--- src/rtl/mem_arbiter.sv ---
// mem_arbiter
//   Shares the single unified instruction/data memory port between the MIPS core
//   (port 0) and the program loader / debug master (port 1). Round-robin between
//   the two ports, one transaction at a time, fixed memory read latency RD_LAT.
//
//   state  | meaning
//   -------+------------------------------------------------------------
//   IDLE   | accepting; grants the winning requester combinationally
//   WRITE  | single-cycle memory write with the captured address/data
//   READ   | address held on the memory port while cnt counts down
//   RESP   | rdata valid, rvalid pulsed on the owning port
//
// Ports
//   clk, reset                 clock, async active-low reset (0 = reset)
//   req*/we*/adr*/wd*          requester inputs, held until gnt* is seen high
//   gnt*                       request accepted this cycle (IDLE only)
//   rvalid*                    rdata carries this port's read result
//   rdata                      shared read result, held until the next read
//   mem_we/mem_adr/mem_wd      memory command; adr/wd hold between accesses
//   mem_rd                     memory read data, RD_LAT cycles after mem_adr
//   busy                       transaction in progress (state != IDLE)
module mem_arbiter #(
  parameter int WIDTH  = 32,
  parameter int AW     = 32,
  parameter int RD_LAT = 1
) (
  input  logic             clk,
  input  logic             reset,
  input  logic             req0,
  input  logic             we0,
  input  logic [AW-1:0]    adr0,
  input  logic [WIDTH-1:0] wd0,
  output logic             gnt0,
  output logic             rvalid0,
  input  logic             req1,
  input  logic             we1,
  input  logic [AW-1:0]    adr1,
  input  logic [WIDTH-1:0] wd1,
  output logic             gnt1,
  output logic             rvalid1,
  output logic [WIDTH-1:0] rdata,
  output logic             mem_we,
  output logic [AW-1:0]    mem_adr,
  output logic [WIDTH-1:0] mem_wd,
  input  logic [WIDTH-1:0] mem_rd,
  output logic             busy
);

  typedef enum logic [1:0] {
    S_IDLE  = 2'd0,
    S_WRITE = 2'd1,
    S_READ  = 2'd2,
    S_RESP  = 2'd3
  } state_t;

  localparam logic [3:0] CNT_INIT = 4'(RD_LAT - 1);

  state_t           state_q, state_d;
  logic             last_q, last_d;
  logic [3:0]       cnt_q, cnt_d;
  logic             owner_q, owner_d;
  logic [AW-1:0]    adr_q, adr_d;
  logic [WIDTH-1:0] wd_q, wd_d;
  logic             we_q, we_d;
  logic [WIDTH-1:0] rdata_q, rdata_d;

  logic any_req;
  logic win;

  // Winner selection: a lone requester always wins; on a tie the port that
  // was not served last wins.
  always_comb begin
    any_req = req0 | req1;
    win     = 1'b0;
    if (req0 && req1) begin
      win = ~last_q;
    end else if (req1) begin
      win = 1'b1;
    end
  end

  always_ff @(posedge clk or negedge reset) begin
    if (!reset) begin
      state_q <= S_IDLE;
      last_q  <= 1'b1;
      cnt_q   <= '0;
      owner_q <= 1'b0;
      adr_q   <= '0;
      wd_q    <= '0;
      we_q    <= 1'b0;
      rdata_q <= '0;
    end else begin
      state_q <= state_d;
      last_q  <= last_d;
      cnt_q   <= cnt_d;
      owner_q <= owner_d;
      adr_q   <= adr_d;
      wd_q    <= wd_d;
      we_q    <= we_d;
      rdata_q <= rdata_d;
    end
  end

  always_comb begin
    state_d = state_q;
    last_d  = last_q;
    cnt_d   = cnt_q;
    owner_d = owner_q;
    adr_d   = adr_q;
    wd_d    = wd_q;
    we_d    = we_q;
    rdata_d = rdata_q;
    unique case (state_q)
      S_IDLE: begin
        if (any_req) begin
          owner_d = win;
          last_d  = win;
          adr_d   = win ? adr1 : adr0;
          wd_d    = win ? wd1  : wd0;
          we_d    = win ? we1  : we0;
          if (win ? we1 : we0) begin
            state_d = S_WRITE;
          end else begin
            state_d = S_READ;
            cnt_d   = CNT_INIT;
          end
        end
      end
      S_WRITE: state_d = S_IDLE;
      S_READ: begin
        if (cnt_q == 4'd0) begin
          rdata_d = mem_rd;
          state_d = S_RESP;
        end else begin
          cnt_d = cnt_q - 4'd1;
        end
      end
      S_RESP: state_d = S_IDLE;
      default: state_d = S_IDLE;
    endcase
  end

  // Grants are masked while reset is asserted so every output reads 0 then.
  always_comb begin
    gnt0    = reset && (state_q == S_IDLE) && any_req && !win;
    gnt1    = reset && (state_q == S_IDLE) && any_req && win;
    rvalid0 = (state_q == S_RESP) && !owner_q;
    rvalid1 = (state_q == S_RESP) && owner_q;
    mem_we  = (state_q == S_WRITE) && we_q;
    busy    = (state_q != S_IDLE);
    mem_adr = adr_q;
    mem_wd  = wd_q;
    rdata   = rdata_q;
  end

endmodule

--- config.mk ---
export PLATFORM = sky130hd
export DESIGN_NAME = mem_arbiter
export DESIGN_NICKNAME = d
export VERILOG_FILES = /design/src/rtl/mem_arbiter.sv
export SDC_FILE = /design/constraint.sdc
export NUM_CORES = 1
export LEC_CHECK = 0
export CAP_MARGIN = 0
export CORE_UTILIZATION = 38
export DETAILED_ROUTE_END_ITERATION = 6
export GPL_TIMING_DRIVEN = 0
export PLACE_DENSITY = 0.91
export SLEW_MARGIN = 15
export SYNTH_ARGS = -nofsm -noshare
export SYNTH_HDL_FRONTEND = slang
export SYNTH_SLANG_ARGS = --single-unit
--- constraint.sdc ---
create_clock -name clk -period 1.8 [get_ports clk]
set_input_delay 0.27 -clock clk [delete_from_list [all_inputs] [get_ports clk]]
set_output_delay 0.27 -clock clk [all_outputs]
set_load 0.05 [all_outputs]
==> impl_metrics.csv <==
group,metric,value,unit
power_and_ir_drop,leakagePower,4.17,nW
timing,fin_hold_ws,-117,ps
die,chipHeight,112,um
yosys,synth-seq-cells,105,
yosys,syn_area_per_cell,11.7,sq um
global_route,grtUsageTotal,23.1,%
yosys,synth-adder-area-share,0.270,%
yosys,synth_edf_count,0,
timing,finalHoldViolCount,48,
yosys,synth_common_cells,"104 x dfrtp_1, 67 x nand2_1, 64 x mux2i_1, 37 x o21ai_0, 29 x mux2_1",
yosys,synth_cell_types,39,
cells_and_area,finish.utilization,69.3,%
power_and_ir_drop,power_density,1920,nW/um^2
die,fp.dieW,112,um
yosys,seq_area_frac_synth,56.7,%
global_route,grt_overflow_total,0,
yosys,synth_top_area_share,56.1,%
die,core-area,11700,sq um
cells_and_area,diodes,0,
worst_setup_path,cp-end-kind,"output pin",
flow_run,cap_violations,0,
worst_setup_path,critPathSlowestCell,"clkdlybuf4s50_1",
timing,finalCritPeriodShare,98.3,%
timing,report.final.slew_viol_count,0,
status,outcome,"complete, but fails checks",
route,viasPerCell,5.00,
hold_path,hold_path.class,"in2async",
timing,clock_skew,9.06,ps
route,drt_iter0_drc,184,
timing,fmax,0.565,GHz
worst_setup_path,arrival,1500,ps
yosys,synth_compound_area_share,8.82,%
clock_network,worstSkewPairLatency,340,ps
timing,setup_violations,0,
timing,relSlewSlack,63.8,%
route,ant_nets,0,
clock_network,cts_tree,"done",
route,m1WireLength,5630,um
global_route,grt_pass1_vias,4410,
placed_design,place_congestion,0.789,
worst_setup_path,worstPathMaxFanout,2,
yosys,synth_most_common_cell,"dfrtp_1",
worst_setup_path,cp.required,1530,ps
worst_setup_path,critPathTopFamily,"buffers and inverters",
placed_design,dpl_cell_area,7530,sq um
yosys,async_flop_share,100,%
placed_design,dp_hpwl,11100,um
cells_and_area,fin_area,8080,sq um
route,wl_per_cell,17.5,um
yosys,synth_top_family_by_area,"multiplexers",
clock_network,cts_buffers,9,
timing,tightest_slew,542,ps
clock_network,cts_htree_levels,3,
clock_network,cts_sinks,105,
cells_and_area,synthToLayoutAreaGrowth,74.1,%
die,start_util,39.8,%
global_route,grt_max_degree,57,
die,die_area,12700,sq um
die,top_level_ports,268,
route,dr.max_layer_used,"met4",
yosys,synth_xor_area_share,0,%
clock_network,clockBufferDepth,2,
route,totalWireLength,14500,um
yosys,syn_inst,396,
route,via_count,4169,
yosys,muxShareOfSynthArea,22.3,%
yosys,synthSimpleGateAreaFrac,8.34,%
clock_network,root_buffer,"clkbuf_16",
worst_setup_path,critPathKind,"reg2out",
yosys,yosys_warnings,0,
yosys,yosysTopAreaCell,"dfrtp_1",
worst_setup_path,critPathBufInv,1,
worst_setup_path,start_kind,"flop",
route,wl_met2,7580,um
cells_and_area,final_nets,852,
power_and_ir_drop,ir_worst_vdd,1070,uV
timing,period_minus_slack,1770,ps
status,violations,"hold timing",
die,rows,39,
yosys,synth_flop_cell,"dfrtp_1",
global_route,grt_antenna_before_repair,0,
worst_setup_path,cpPeakStageDelay,810,ps
route,dr.pass1.iters,4,
yosys,syn-num-nets,563,
clock_network,path_clk_slew,70,ps
power_and_ir_drop,p_total,15.5,mW
yosys,yosys-top-cells-area,"dfrtp_1 56%, mux2i_1 14%, mux2_1 7.0%",
global_route,grt_pass1_wl,22700,um
yosys,synth_area,4640,sq um
cells_and_area,layout-drive-gt1-share,11.0,%
timing,rsz0062_at_grt,"true",
worst_setup_path,path_cells,"clkdlybuf4s50_1",
route,drcViolationCount,0,
route,wl_met3,1040,um
placed_design,portBuffers,267,
worst paths after layout:
kind / from / end / slack, ps / depth (start not counted)
setup reg to reg: cnt_q[0] / rdata[29] / 80 / 6
hold / removal: reset / we_q / -120 / 1
hold reg to reg: mem_adr[4] / mem_adr[4] / 470 / 2
min in group clk: req0 / last_q / 380 / 2
max in group asynchronous: reset / mem_wd[4] / 1290 / 2
setup / recovery: mem_adr[6] / mem_adr[6] / 30 / 1
power by group:
group,switching [mW],internal [mW],leakage (nW)
Sequential,0.639,3.52,1.27
Clock,0.883,1.23,0.161
Combinational,6.16,3.05,2.74
Total,7.68,7.80,4.17
through the flow:
step / instances / worst slack (ps) / hold slack (ps) / TNS [ps]
finish: 833 / 31.2 / -117 / 0
global route: 833 / -34.5 / -86.5 / -56.2
CTS: 831 / -6.71 / -112 / -6.71
detailed placement: 807 / -1030 / 252 / -15490
global placement: 806 / -4050 / 459 / -367160
floorplan: 396 / 80.6 / -25.6 / 0
cell type report:
type	instances	area [sq um]
inverter	4	15.0
buffer	22	134
clock inverter	7	100
timing repair buffer	281	2920
multi-input combinational	262	1870
sequential	105	2630
fill	825	3590
clock buffer	9	225
tap	143	179
flip-flops by register name, indices dropped and copies added, names as in the netlist:
signal	cells
mem_adr	32
owner_q	1
rdata	32
cnt_q	4
mem_wd	32
state_q	2
we_q	1
last_q	1
cell families (layout without fill, tap and decap cells):
group | count (synthesis) | in the layout
flops | 105 | 105
mux | 98 | 98
simple gates | 88 | 88
compound gates | 75 | 75
buf+inv | 29 | 323
fa+ha+maj | 1 | 1
worst register-to-register path: cells and delay by family (launching register included):
kind | cells | cell delay, ps
adders and majority gates | 1 | 190
buffers and inverters | 2 | 290
DFF | 1 | 400
muxes | 1 | 340
and+or+nand+nor | 2 | 380
cell usage in the layout, fill, tap and decap left out, types with 4 or more instances in the layout:
master | Yosys | layout
dlymetal6s2s_1 | 0 | 62
mux2_1 | 29 | 29
buf_2 | 7 | 4
clkbuf_16 | 0 | 9
clkdlybuf4s50_1 | 0 | 174
and3_1 | 4 | 4
o21ai_0 | 37 | 37
o21ai_1 | 27 | 27
nand2_1 | 67 | 66
clkbuf_2 | 0 | 8
mux2i_1 | 64 | 64
buf_4 | 3 | 19
mux2_2 | 4 | 4
dlygate4sd2_1 | 0 | 26
dfrtp_1 | 104 | 102
metal layers:
metal,up-vias,GRT usage [%]
met5,-,0
met4,0,8.53
met3,24,5.99
met2,188,41.3
met1,2009,26.7
li1,1948,-
what timing repair did:
| item | CTS | global route |
|---|---|---|
| gates cloned | 0 | 0 |
| gates resized for setup | 52 | 84 |
| endpoints found under the hold margin | 48 | 48 |
| setup buffers | 10 | 3 |
| setup endpoints to repair | 28 | 140 |
| pin swaps | 4 | 4 |
No activity file was read; power rests on OpenSTA's default activity.
